### src/rtl/wifi_pkg.sv
// Shared constants for the SUPER_IO WiFi UART receive/transmit path.
// Depth default, count width and CPU status-port bit positions.
package wifi_pkg;

    localparam int WIFI_RXF_DEPTH_LOG2 = 4;
    localparam int WIFI_RXF_CNT_W      = WIFI_RXF_DEPTH_LOG2 + 1;

    localparam int ST_DATA_READY = 0;
    localparam int ST_OVERFLOW   = 1;
    localparam int ST_FRAME_ERR  = 2;
    localparam int ST_RTS_N      = 3;

endpackage

### src/rtl/wifi_rx_fifo_if.sv
// Byte-capture and CPU read-port signals of the WiFi receive FIFO.
// master drives UART/CPU strobes, slave is the FIFO.
interface wifi_rx_fifo_if
    import wifi_pkg::*;
#(
    parameter int DEPTH_LOG2 = WIFI_RXF_DEPTH_LOG2
) ();

    logic                  rx_valid;
    logic [7:0]            rx_byte;
    logic                  rx_error;
    logic                  rd_req;
    logic                  clr_status;
    logic [7:0]            rd_data;
    logic                  data_ready;
    logic [DEPTH_LOG2:0]   count;
    logic                  overflow;
    logic                  frame_err;
    logic                  rts_n;

    modport master (
        output rx_valid,
        output rx_byte,
        output rx_error,
        output rd_req,
        output clr_status,
        input  rd_data,
        input  data_ready,
        input  count,
        input  overflow,
        input  frame_err,
        input  rts_n
    );

    modport slave (
        input  rx_valid,
        input  rx_byte,
        input  rx_error,
        input  rd_req,
        input  clr_status,
        output rd_data,
        output data_ready,
        output count,
        output overflow,
        output frame_err,
        output rts_n
    );

endinterface

### src/rtl/wifi_strobe_sync.sv
// Synchronises an asynchronous CPU port strobe and emits a one-cycle
// pulse on its falling edge (end of the CPU access).
module wifi_strobe_sync (
    input  logic clk,
    input  logic rst,
    input  logic strobe,
    output logic pulse
);

    // sh[0..1] synchronizer, sh[2] previous synced value
    logic [2:0] sh;

    always_ff @(posedge clk) begin
        if (rst) begin
            sh <= 3'b000;
        end else begin
            sh <= {sh[1:0], strobe};
        end
    end

    assign pulse = sh[2] & ~sh[1];

endmodule

### src/rtl/wifi_rx_fifo.sv
// First-word-fall-through receive FIFO behind the WiFi UART receiver.
// Optional RTS hysteresis output enabled by defining WIFI_RXF_RTS_EN.
module wifi_rx_fifo
    import wifi_pkg::*;
#(
    parameter int DEPTH_LOG2 = WIFI_RXF_DEPTH_LOG2,
    parameter int RTS_HIGH   = 12,
    parameter int RTS_LOW    = 4
) (
    input  logic           clk,
    input  logic           rst,
    wifi_rx_fifo_if.slave  bus
);

    localparam int DEPTH = 1 << DEPTH_LOG2;
    localparam int CW    = DEPTH_LOG2 + 1;

    if (RTS_LOW >= RTS_HIGH || RTS_HIGH > DEPTH) begin : g_bad_rts
        $error("wifi_rx_fifo: RTS thresholds out of range");
    end

    logic [7:0]            mem [DEPTH];
    logic [DEPTH_LOG2-1:0] wr_ptr;
    logic [DEPTH_LOG2-1:0] rd_ptr;
    logic [CW-1:0]         cnt;
    logic [CW-1:0]         cnt_nxt;
    logic                  ovf;
    logic                  ferr;
    logic                  pop;
    logic                  pop_ok;
    logic                  push_ok;
    logic                  good_byte;
    logic                  empty;
    logic                  full;

    wifi_strobe_sync u_rd_sync (
        .clk    (clk),
        .rst    (rst),
        .strobe (bus.rd_req),
        .pulse  (pop)
    );

    assign empty     = (cnt == '0);
    assign full      = (cnt == CW'(DEPTH));
    assign good_byte = bus.rx_valid & ~bus.rx_error;
    assign pop_ok    = pop & ~empty;
    // a pop on the same edge frees the slot a full FIFO needs
    assign push_ok   = good_byte & (~full | pop_ok);

    always_comb begin
        cnt_nxt = cnt;
        unique case ({push_ok, pop_ok})
            2'b10:   cnt_nxt = cnt + CW'(1);
            2'b01:   cnt_nxt = cnt - CW'(1);
            default: cnt_nxt = cnt;
        endcase
    end

    always_ff @(posedge clk) begin
        if (rst) begin
            wr_ptr <= '0;
            rd_ptr <= '0;
            cnt    <= '0;
            ovf    <= 1'b0;
            ferr   <= 1'b0;
        end else begin
            if (push_ok) begin
                wr_ptr <= wr_ptr + 1'b1;
            end
            if (pop_ok) begin
                rd_ptr <= rd_ptr + 1'b1;
            end
            cnt  <= cnt_nxt;
            ovf  <= (ovf & ~bus.clr_status) | (good_byte & ~push_ok);
            ferr <= (ferr & ~bus.clr_status) | bus.rx_error;
        end
    end

    always_ff @(posedge clk) begin
        if (push_ok && !rst) begin
            mem[wr_ptr] <= bus.rx_byte;
        end
    end

    assign bus.rd_data    = empty ? 8'h00 : mem[rd_ptr];
    assign bus.data_ready = ~empty;
    assign bus.count      = cnt;
    assign bus.overflow   = ovf;
    assign bus.frame_err  = ferr;

`ifdef WIFI_RXF_RTS_EN
    logic rts_q;

    always_ff @(posedge clk) begin
        if (rst) begin
            rts_q <= 1'b0;
        end else if (cnt_nxt >= CW'(RTS_HIGH)) begin
            rts_q <= 1'b1;
        end else if (cnt_nxt <= CW'(RTS_LOW)) begin
            rts_q <= 1'b0;
        end
    end

    assign bus.rts_n = rts_q;
`else
    assign bus.rts_n = 1'b0;
`endif

endmodule

### src/flat_wrapper.sv
// flat-port wrapper written by rule: the top's interface ports become plain ports
module wifi_rx_fifo_flat import wifi_pkg::*;
#(
    parameter int DEPTH_LOG2 = WIFI_RXF_DEPTH_LOG2,
    parameter int RTS_HIGH   = 12,
    parameter int RTS_LOW    = 4
)
  (clk, rst, bus_rx_valid, bus_rx_byte, bus_rx_error, bus_rd_req, bus_clr_status, bus_rd_data, bus_data_ready, bus_count, bus_overflow, bus_frame_err, bus_rts_n);
  wifi_rx_fifo_if #(.DEPTH_LOG2(DEPTH_LOG2)) bus_i ();
  input  logic clk;
  input  logic rst;
  input wire logic [$bits(bus_i.rx_valid)-1:0] bus_rx_valid;
  input wire logic [$bits(bus_i.rx_byte)-1:0] bus_rx_byte;
  input wire logic [$bits(bus_i.rx_error)-1:0] bus_rx_error;
  input wire logic [$bits(bus_i.rd_req)-1:0] bus_rd_req;
  input wire logic [$bits(bus_i.clr_status)-1:0] bus_clr_status;
  output wire logic [$bits(bus_i.rd_data)-1:0] bus_rd_data;
  output wire logic [$bits(bus_i.data_ready)-1:0] bus_data_ready;
  output wire logic [$bits(bus_i.count)-1:0] bus_count;
  output wire logic [$bits(bus_i.overflow)-1:0] bus_overflow;
  output wire logic [$bits(bus_i.frame_err)-1:0] bus_frame_err;
  output wire logic [$bits(bus_i.rts_n)-1:0] bus_rts_n;
  assign bus_i.rx_valid = bus_rx_valid;
  assign bus_i.rx_byte = bus_rx_byte;
  assign bus_i.rx_error = bus_rx_error;
  assign bus_i.rd_req = bus_rd_req;
  assign bus_i.clr_status = bus_clr_status;
  assign bus_rd_data = bus_i.rd_data;
  assign bus_data_ready = bus_i.data_ready;
  assign bus_count = bus_i.count;
  assign bus_overflow = bus_i.overflow;
  assign bus_frame_err = bus_i.frame_err;
  assign bus_rts_n = bus_i.rts_n;
  wifi_rx_fifo #(.DEPTH_LOG2(DEPTH_LOG2), .RTS_HIGH(RTS_HIGH), .RTS_LOW(RTS_LOW)) u_core (.clk(clk), .rst(rst), .bus(bus_i));
endmodule
### config.mk
export PLATFORM = sky130hd
export DESIGN_NAME = wifi_rx_fifo_flat
export DESIGN_NICKNAME = d
export VERILOG_FILES = /design/src/rtl/wifi_pkg.sv /design/src/rtl/wifi_rx_fifo_if.sv /design/src/rtl/wifi_strobe_sync.sv /design/src/rtl/wifi_rx_fifo.sv /design/src/flat_wrapper.sv
export SDC_FILE = /design/constraint.sdc
export NUM_CORES = 1
export LEC_CHECK = 0
export CORE_MARGIN = 4
export CORE_UTILIZATION = 59
export CTS_CLUSTER_DIAMETER = 150
export DETAILED_ROUTE_END_ITERATION = 8
export GPL_ROUTABILITY_DRIVEN = 0
export GPL_TIMING_DRIVEN = 0
export PLACE_DENSITY = 0.8
export SYNTH_ARGS = -nofsm -noshare
export SYNTH_HDL_FRONTEND = slang
export SYNTH_HIERARCHICAL = 1
export SYNTH_SLANG_ARGS = --single-unit
### constraint.sdc
create_clock -name clk -period 3.2 [get_ports clk]
set_input_delay 0.64 -clock clk [delete_from_list [all_inputs] [get_ports clk]]
set_output_delay 0.64 -clock clk [all_outputs]
set_load 0.01 [all_outputs]
# Word level (Yosys, flattened, before mapping)
# Memory sizes are Yosys's and may differ from the RTL's. A register that Yosys moved wholly into a read port is not among the register bits.
# Cells that the tools add are included.
# totals
regBits	18
ram_bits	128
in_bits	14
out_inout_bits	17
wordCells	40
mem_count	1
# op_classes
add_sub_neg	4
n_eq_ne	3
n_mux	6
bitwise	16
reduce_logical	4
# mem_list
memory	words	word_bits	read_ports	rd_clocked_by_memory_dff	write_ports	line_no	text
u_core.mem	16	8	1	1	1	wifi_rx_fifo.sv:22	logic [7:0] mem [DEPTH];
# op_table
op	count
5-bit one-hot mux with 2 select lines	1
4-bit by 1-bit adder with 4-bit output (second input constant)	2
4-bit two-way mux	2
8-bit two-way mux	1
1-bit AND	7
1-bit NOT	6
5-bit by 1-bit adder with 5-bit output (second input constant)	1
5-bit equality test (second input constant)	1
5-bit zero test	1
5-bit by 1-bit subtractor with 5-bit output (second input constant)	1
1-bit OR	3
2-bit by 1-bit equality test with 1-bit output (second input constant)	1
2-bit equality test (second input constant)	1
1-bit two-way mux	2
2-bit nonzero test	1
1-bit logical AND	1
1-bit zero test	1

# Depth between registers and ports, before layout
# Gate-level depths: netlist of the first run.
# logic_depth
depth_word	8
depth_mapped	9
mapped_depth_nobuf	8

# Cells and area by module
# Netlist of the first run, hierarchy kept.
# by_module_without_submodules
module	n_inst	cells_each	area_each_um2	seq_area_each_um2
wifi_rx_fifo	1	344	6022.0	4224.1
wifi_strobe_sync	1	7	87.6	60.1

# Least setup slack after synthesis of the first run
# OpenSTA, ideal clock, no wires.
# synth_timing
path_kind	flip-flop to flip-flop
from	register u_core.cnt[0] (netlist: u_core/bus.count[0])
to	register u_core.cnt[4] (netlist: u_core/bus.count[4])
setup_ps	79
arrival_time_ps	2668
required_time_ps	3121
path_slack_ps	453
stages_incl_launch_ff	10
path_buffers	1
synth_period_minus_slack_ps	2747
cell_sequence	dfxtp_1 > or4_1 > clkbuf_1 > o211ai_1 > inv_1 > fa_1 > a21o_1 > a2111oi_0 > nor4_1 > o211ai_1
# synth_via
elab_chain_cells	7
elab_cells_between_ends	13
classes_between	add/sub: 2; eq/ne: 3; mux: 1; bitwise: 5; reduce/logical: 2
# synth_lines
element	line_no	text
start, declared	wifi_rx_fifo.sv:25	logic [CW-1:0] cnt;
start signal, assigned	wifi_rx_fifo.sv:73	cnt <= cnt_nxt;
5-bit zero test	wifi_rx_fifo.sv:43	assign empty = (cnt == '0);
1-bit NOT	wifi_rx_fifo.sv:46	assign pop_ok = pop & ~empty;
1-bit AND	wifi_rx_fifo.sv:46	
1-bit OR	wifi_rx_fifo.sv:48	assign push_ok = good_byte & (~full | pop_ok);
1-bit AND	wifi_rx_fifo.sv:48	
2-bit by 1-bit equality test with 1-bit output / 2-bit equality test (equally long branches)	wifi_rx_fifo.sv:52	unique case ({push_ok, pop_ok})
5-bit one-hot mux with 2 select lines / 2-bit nonzero test (equally long branches)	-	
# Parallel ways exist; a longest one is shown, timed or not.
# A chain may end at the register's enable or synchronous reset.

==> flow_summary.toml, run 1 <==
[run_status]
status = "finished clean"

[synth]
ys_types = 44
ys_seq_area_share_pct = 70.1
synth-compound-area-share_pct = 5.28
synth_nets = 374
syn_area_um2 = 6110
synth-simple-area-share_pct = 6.06
synthXorXnorAreaFrac_pct = 0.860
synth_ff_type = "edfxtp_1"
synthCells = 351
ys_ff_latch = 150
synth_adder_area_share_pct = 1.97
synth_top_family_by_area = "multiplexers"
synthMuxAreaShare_pct = 13.8
yosys_warnings = 6
syn-mean-instance-area_um2 = 17.4
postSynth.asyncResetShare_pct = 0
synth_edf_count = 128

[clock_tree]
clk_latency_ps = 510
postCtsHoldBufs = 0
h-tree-depth = 4
cts_max_path_buffers = 2
clk_pin_slew_ps = 60
root_buffer = "clkbuf_8"
cts_tree = "yes"
cts_buffers = 17
cts.sinks = 150

[critical_path]
critPathMaxFanout = 10
start_kind = "register"
rr_worst_depth = 8
r2r_slack_ps = 320
critPathCapture = "bus_rd_data[5]"
end_kind = "primary output"
r2r-start = "u_core/bus.count[0]"
reg2reg_to = "u_core/bus.count[4]"
crit_arrival_ps = 2430
critPathRequiredTime_ps = 2560
critPathKind = "reg2out"

[die]
die_y_um = 110
fp-row-count = 36
initial_core_util_pct = 61.7
die-area_um2 = 12000
core_um2 = 9910
die_w_um = 110
pin_count = 31

[timing]
whs_ps = 456
hold_violations = 0
setup_viol = 0
min_period_over_period_pct = 95.9
slew_headroom_pct = 33.7
rsz0062_at_grt = "no"
tightest_slew_ps = 991
slew_violations = 0
fin_skew_ps = 8.42
fin_ws_ps = 132
final.min_clock_period_ps = 3070
setup_tns_ps = 0
timing.fmax_mhz = 326

[routing]
via_per_inst = 6.05
drt-pass1-iter-count = 4
drt_iter0_markers = 224
drt_wl_total_mm = 11.9
wire_per_inst_um = 21.7
route.detailed.drc = 0
ant_nets = 0
via_count = 3308

[power_and_ir_drop]
peakVddDrop_uv = 459
leakagePower_uw = 0.00240
powerDensity_nw_per_um2 = 605
finalPower_uw = 4400

[placed_design]
placed_cell_area_um2 = 6570
place_ws_ps = -103
port_buffers = 29
hpwlAfterDp_mm = 7.56

[finish]
final_nets = 424
n_fill_cell = 601
final_area_um2 = 7270
final_common_cell = "edfxtp_1"
drive_above_1_share_pct = 21.7
final_cell_mix = "edfxtp_1, mux4_2, nor2_1, dfxtp_1, clkdlybuf4s50_1"
antenna_cells = 0
area.growth.synth_to_final_pct = 19.0

[global_routing]
grt_pass1_vias = 3439
overflow = 0
grt_usage_pct = 21.9
grt_pass1_wl_mm = 18.7
grt_max_degree = 17
antenna_found_initial = 0

[worst_hold_path]
min_path_type = "reg2reg"

[run]
drv_cap = 0
cells in the mapped netlist (all sizes together) (2+ instances only):
master / count / area (um^2)
xnor2: 2 / 17.5
o211ai: 7 / 57.6
nand3: 3 / 15.0
mux2i: 11 / 110
dfxtp: 22 / 440
nor2: 28 / 105
nor2b: 14 / 87.6
a211oi: 18 / 135
a21oi: 7 / 35.0
nor3: 4 / 20.0
nand2: 8 / 30.0
xor2: 4 / 35.0
nor4: 3 / 33.8
buf: 12 / 60.1
ha: 8 / 100
clkbuf: 7 / 27.5
a21o: 2 / 15.0
o31ai: 3 / 22.5
inv: 7 / 26.3
edfxtp: 128 / 3840
or4: 2 / 15.0
mux4: 32 / 721
nand2b: 3 / 18.8
cell families after synthesis:
group,count (synthesis)
other cells,1
buf+inv,26
fa+ha+maj,9
mux,44
xor+xnor,6
simple gates,71
flops,150
compound gates,44
cell type report:
class | instances | area, um^2 | share of cell area (%)
inverter | 7 | 26.3 | 0.361
multi-input combinational | 175 | 1750 | 24.1
sequential | 150 | 4280 | 58.9
buffer | 18 | 124 | 1.70
clock buffer | 22 | 453 | 6.23
clock inverter | 10 | 146 | 2.01
tap | 133 | 166 | 2.29
timing repair buffer | 32 | 320 | 4.40
stage by stage:
stage	std cells	util (%)
after floorplan	351	-
after CTS	547	73.1
after global routing	547	73.4
after detailed placement	513	66.3
after global placement	513	66.3
final	547	73.4
metal layers:
layer  track usage, %  part of all wire (%)  up-vias
met5                0                     0        -
met4             7.39                  0.96        0
met3             4.99                   7.2        8
met2             36.7                    54      115
met1             28.4                    38     1685
li1                 -                     -     1500
timing repair:
item | in CTS | in global routing
hold endpoints to repair | 0 | 0
resized for setup | 30 | 8
setup buffers | 2 | 1
endpoints found under the setup margin | 9 | 7
pin swaps | 1 | 1
cloned | 0 | 0
power breakdown:
part / internal (uW) / switching (uW)
Sequential: 2140 / 14.3
Combinational: 122 / 143
Clock: 1240 / 747
worst max-delay path, stage by stage (launching register included):
cell	delay, ps
dfxtp_1	300
buf_2	190
buf_6	220
mux4_2	520
mux2i_1	240
a211oi_1	120
dlygate4sd2_1	320
registers in the layout, indices dropped and copies added (netlist names), named ones only:
signal,cells
u_core/u_rd_sync/sh,3
u_core/bus.overflow,1
u_core/wr_ptr,4
u_core/mem,128
u_core/rd_ptr,4
u_core/bus.count,5
u_core/bus.frame_err,1
worst min-delay path by stage:
stage | from | end | slack [ps] | cells past startpoint
2_1_floorplan | u_core/u_rd_sync/sh[0] | u_core/u_rd_sync/sh[1] | 410 | 1
3_3_place_gp | u_core/u_rd_sync/sh[0] | u_core/u_rd_sync/sh[1] | 440 | 1
3_5_place_dp | u_core/u_rd_sync/sh[0] | u_core/u_rd_sync/sh[1] | 440 | 1
4_1_cts | u_core/u_rd_sync/sh[0] | u_core/u_rd_sync/sh[1] | 460 | 1
5_1_grt | u_core/u_rd_sync/sh[0] | u_core/u_rd_sync/sh[1] | 470 | 1
6_report | u_core/u_rd_sync/sh[0] | u_core/u_rd_sync/sh[1] | 460 | 1
No activity file was read; power rests on OpenSTA's default activity.
==> inputs of run 2 (changes only) <==
CORE_MARGIN = 2   (was 4)
==> flow_summary.toml, run 2 (synthesis gave the netlist of run 1 again) <==
[routing]
via_count = 3320
wire_per_inst_um = 22.0
drt-pass1-iter-count = 4
route.detailed.drc = 0
ant_nets = 0
drt_wl_total_mm = 12.1
via_per_inst = 6.05
drt_iter0_markers = 201

[critical_path]
cp_cell_sequence = "buf_4, buf_12, mux4_2, nor2b_1, a211oi_2, a211oi_2, clkdlybuf4s15_1"
crit_slowest_cell = "mux4_2"
start_kind = "register"
crit_arrival_ps = 2450
critPathMaxFanout = 10
cpPeakStageDelay_ps = 510
critPathRequiredTime_ps = 2560
end_kind = "primary output"
crit_top_cell = "a211oi_2"
rr_worst_depth = 8
critPathKind = "reg2out"

[clock_tree]
h-tree-depth = 4
root_buffer = "clkbuf_8"
cts_tree = "yes"
cts.sinks = 150
clk_latency_ps = 520
cts_max_path_buffers = 2
clk_pin_slew_ps = 60
cts_buffers = 17
postCtsHoldBufs = 0

[timing]
slew_headroom_pct = 39.6
fin_skew_ps = 5.94
timing.fmax_mhz = 323
setup_viol = 0
setup_tns_ps = 0
final.min_clock_period_ps = 3090
slew_violations = 0
hold_violations = 0
rsz0062_at_grt = "no"
min_period_over_period_pct = 96.7
tightest_slew_ps = 903

[finish]
seq_area_um2 = 4280
final_cell_mix = "edfxtp_1, mux4_2, nor2_1, dfxtp_1, clkdlybuf4s50_1"
antenna_cells = 0
area.growth.synth_to_final_pct = 20.1
regMostFlops = "u_core/mem"
drive_above_1_share_pct = 23.5
largest_reg_flops = 128
n_fill_cell = 641
final_nets = 423
final_area_um2 = 7340
final_common_cell = "edfxtp_1"
multiInputGateArea_um2 = 1780
postLayoutCoreUtil_pct = 72.1

[die]
fp-row-count = 37
die_w_um = 106
core_um2 = 10200
die_y_um = 106
pin_count = 31
die-area_um2 = 11200
initial_core_util_pct = 60.0

[global_routing]
antenna_found_initial = 0
grt_max_degree = 17
overflow = 0
grt_pass1_vias = 3555
grt_usage_pct = 23.8
grt_pass1_wl_mm = 19.3

[placed_design]
placed_cell_area_um2 = 6570
hpwlAfterDp_mm = 7.64
port_buffers = 29

[power_and_ir_drop]
finalPower_uw = 4470
powerDensity_nw_per_um2 = 610
leakagePower_uw = 0.00242
peakVddDrop_uv = 468

[worst_hold_path]
min_path_cells = 1
min_path_type = "reg2reg"

[run]
drv_cap = 0

[run_status]
status = "finished clean"
[run 2: layout make-up]
class | count | share of cell area [%]
timing repair buffer | 31 | 4.26
clock inverter | 14 | 2.71
multi-input combinational | 175 | 24.3
buffer | 18 | 1.96
inverter | 7 | 0.358
tap | 136 | 2.32
clock buffer | 18 | 5.69
sequential | 150 | 58.4
[run 2: routing by layer]
metal	vias to the layer above	part of all wire, %	wire length (um)	track usage [%]
li1	1496	-	-	-
met1	1695	40	4840	30.1
met2	112	53	6400	40.2
met3	17	5.2	630	6.25
met4	0	1.5	184	7.80
met5	-	0	0	0
[run 2: report_power, final]
group | internal (uW) | total (uW) | switching [uW]
logic | 125 | 270 | 145
registers | 2140 | 2150 | 14.3
clock network | 1280 | 2050 | 779
total | 3540 | 4470 | 938
[run 2: final timing paths]
check                                       startpoint                endpoint  slack [ps]
worst max-delay path                          register          bus_rd_data[2]         110
worst max register to register     u_core/bus.count[0]     u_core/bus.count[4]         300
worst min register to register  u_core/u_rd_sync/sh[0]  u_core/u_rd_sync/sh[1]         450
worst min-delay path            u_core/u_rd_sync/sh[0]  u_core/u_rd_sync/sh[1]         450
[run 2: timing repair]
action,4_1_cts,5_1_grt
pin swaps,2,1
gates resized for setup,45,6
cloned,0,0
endpoints found under the setup margin,9,7
setup buffers,2,0
[run 2: critical path: cells and delay by family, from the launching register on]
family / cells / cell delay, ps
buffers and inverters: 3 / 600
DFF: 1 / 320
and+or+nand+nor: 1 / 160
muxes: 1 / 510
AOI/OAI and AO/OA: 2 / 330
[run 2: stage by stage]
stage,worst slack [ps],hold WS [ps],instances
floorplan,453,414,351
global placement,-30.9,421,516
detailed placement,-51.2,436,516
CTS,17.8,450,550
global route,2.28,480,549
finish,106,447,549
==> inputs of run 3 (changes only) <==
--- a/config.mk
+++ b/config.mk
@@ -11,6 +11,6 @@
 export DETAILED_ROUTE_END_ITERATION = 8
 export GPL_ROUTABILITY_DRIVEN = 0
-export GPL_TIMING_DRIVEN = 0
 export PLACE_DENSITY = 0.8
+export RECOVER_POWER = 100
 export SYNTH_ARGS = -nofsm -noshare
 export SYNTH_HDL_FRONTEND = slang
==> constraint.sdc (replaced) <==
create_clock -name clk -period 3.2 [get_ports clk]
set_input_delay 0.32 -clock clk [delete_from_list [all_inputs] [get_ports clk]]
set_output_delay 0.32 -clock clk [all_outputs]
set_load 0.01 [all_outputs]
==> flow_summary.toml, run 3 (synthesis gave the netlist of run 1 again) <==
[worst_hold_path]
min_path_cells = 2
min_path_type = "in2reg"
min_from = "bus_rd_req"
holdPathEnd = "u_core/u_rd_sync/sh[0]"

[timing]
setup_tns_ps = 0
slew_headroom_pct = 22.6
rsz0062_at_grt = "no"
timing.fmax_mhz = 326
tightest_slew_ps = 1150
slew_violations = 0
min_period_over_period_pct = 95.9
hold_violations = 0
final.min_clock_period_ps = 3070
fin_skew_ps = 9.01
fin_ws_ps = 133
setup_viol = 0

[finish]
area.growth.synth_to_final_pct = 17.2
final_nets = 427
largest_reg_flops = 128
final_common_cell = "edfxtp_1"
regMostFlops = "u_core/mem"
final_cell_mix = "edfxtp_1, mux4_2, nor2_1, dfxtp_1, a211oi_1"
antenna_cells = 0
drive_above_1_share_pct = 18.2
final-instance-count-excl-fill = 553

[power_and_ir_drop]
leakagePower_uw = 0.00235
powerDensity_nw_per_um2 = 591
peakVddDrop_uv = 341

[critical_path]
start_kind = "register"
end_kind = "primary output"
critPathMaxFanout = 9
critPathKind = "reg2out"
path_delay_family = "buffers and inverters"
r2r_slack_ps = 380
crit_slowest_cell = "dfxtp_1"
rr_worst_depth = 5
r2r-start = "u_core/bus.count[0]"
cpPeakStageDelay_ps = 600
cp_cell_sequence = "buf_4, mux4_2, a211oi_1, a211oi_1, clkdlybuf4s50_1"
crit_top_cell = "a211oi_1"
critPathRequiredTime_ps = 2880
reg2reg_to = "u_core/mem[4][5]"
crit_arrival_ps = 2750
cp.buffers_inverters = 2

[die]
initial_core_util_pct = 60.0
die_w_um = 106
pin_count = 31
die_y_um = 106
die-area_um2 = 11200
core_um2 = 10200
fp-row-count = 37

[global_routing]
use_met1_pct = 30.4
grt_use_met2_pct = 40.5
overflow = 0
gr-usage-met3_pct = 5.44
antenna_found_initial = 0
grt_pass1_vias = 3401
grt_pass1_wl_mm = 19.2
grt_usage_pct = 23.4
grt.busiest_layer = "met2"
grt_max_degree = 33

[routing]
drt-pass1-iter-count = 4
ant_nets = 0
drt_wl_total_mm = 12.2
via_count = 3350
via_per_inst = 6.06
drt_iter0_markers = 240
wire_per_inst_um = 22.0
route.detailed.drc = 0

[placed_design]
place_ws_ps = 383
hpwlAfterDp_mm = 7.43
dp.cells = 521
port_buffers = 29

[clock_tree]
cts_max_path_buffers = 2
cts_tree = "yes"
clk_latency_ps = 510
clk_pin_slew_ps = 70
root_buffer = "clkbuf_8"
cts_buffers = 17
h-tree-depth = 4
cts.sinks = 150
postCtsSetupRepairBufs = 0

[run_status]
status = "finished clean"

[run]
drv_cap = 0
run 3: worst max-delay path by stage:
stage / startpoint / end / slack (ps) / cells after the start
detailed placement: u_core/bus.count[0] / u_core/bus.count[4] / 380 / 8
CTS: register / bus_rd_data[1] / 7 / 6
floorplan: u_core/bus.count[0] / u_core/bus.count[4] / 450 / 9
global route: register / bus_rd_data[1] / 30 / 6
global placement: bus_rx_error / u_core/bus.count[4] / 500 / 9
finish: register / bus_rd_data[0] / 130 / 5
run 3: layout make-up:
type / count / area (um^2)
inverter: 7 / 26.3
multi-input combinational: 175 / 1690
sequential: 150 / 4290
fill: 673 / 3030
timing repair buffer: 53 / 429
tap: 136 / 170
clock buffer: 17 / 414
clock inverter: 15 / 139
run 3: timing repair:
item | CTS | global route
hold buffers | 0 | 0
hold endpoints to repair | 0 | 0
gates resized for setup | 0 | 1
endpoints found under the setup margin | 0 | 3
run 3: layer usage:
metal	wire [um]	vias up
met4	42	0
met3	644	2
met5	0	-
li1	-	1501
met1	4850	1726
met2	6640	121
run 3: per-stage QoR:
stage | total power, uW | hold slack, ps | util (%) | instance area (um^2)
after floorplan | 2310 | 392 | - | 6110
after global placement | 2430 | 423 | 65.7 | 6690
after detailed placement | 2440 | 438 | 65.7 | 6690
after CTS | 4270 | 339 | 71.1 | 7240
after global routing | 4350 | 353 | 70.3 | 7160
final | 4230 | 363 | 70.3 | 7160
run 3: where the power goes:
part	internal (uW)	total, uW	leakage, uW	switching [uW]
Sequential	2130	2150	0.00133	14.7
Combinational	103	235	0.000745	132
Clock	992	1850	0.000273	857
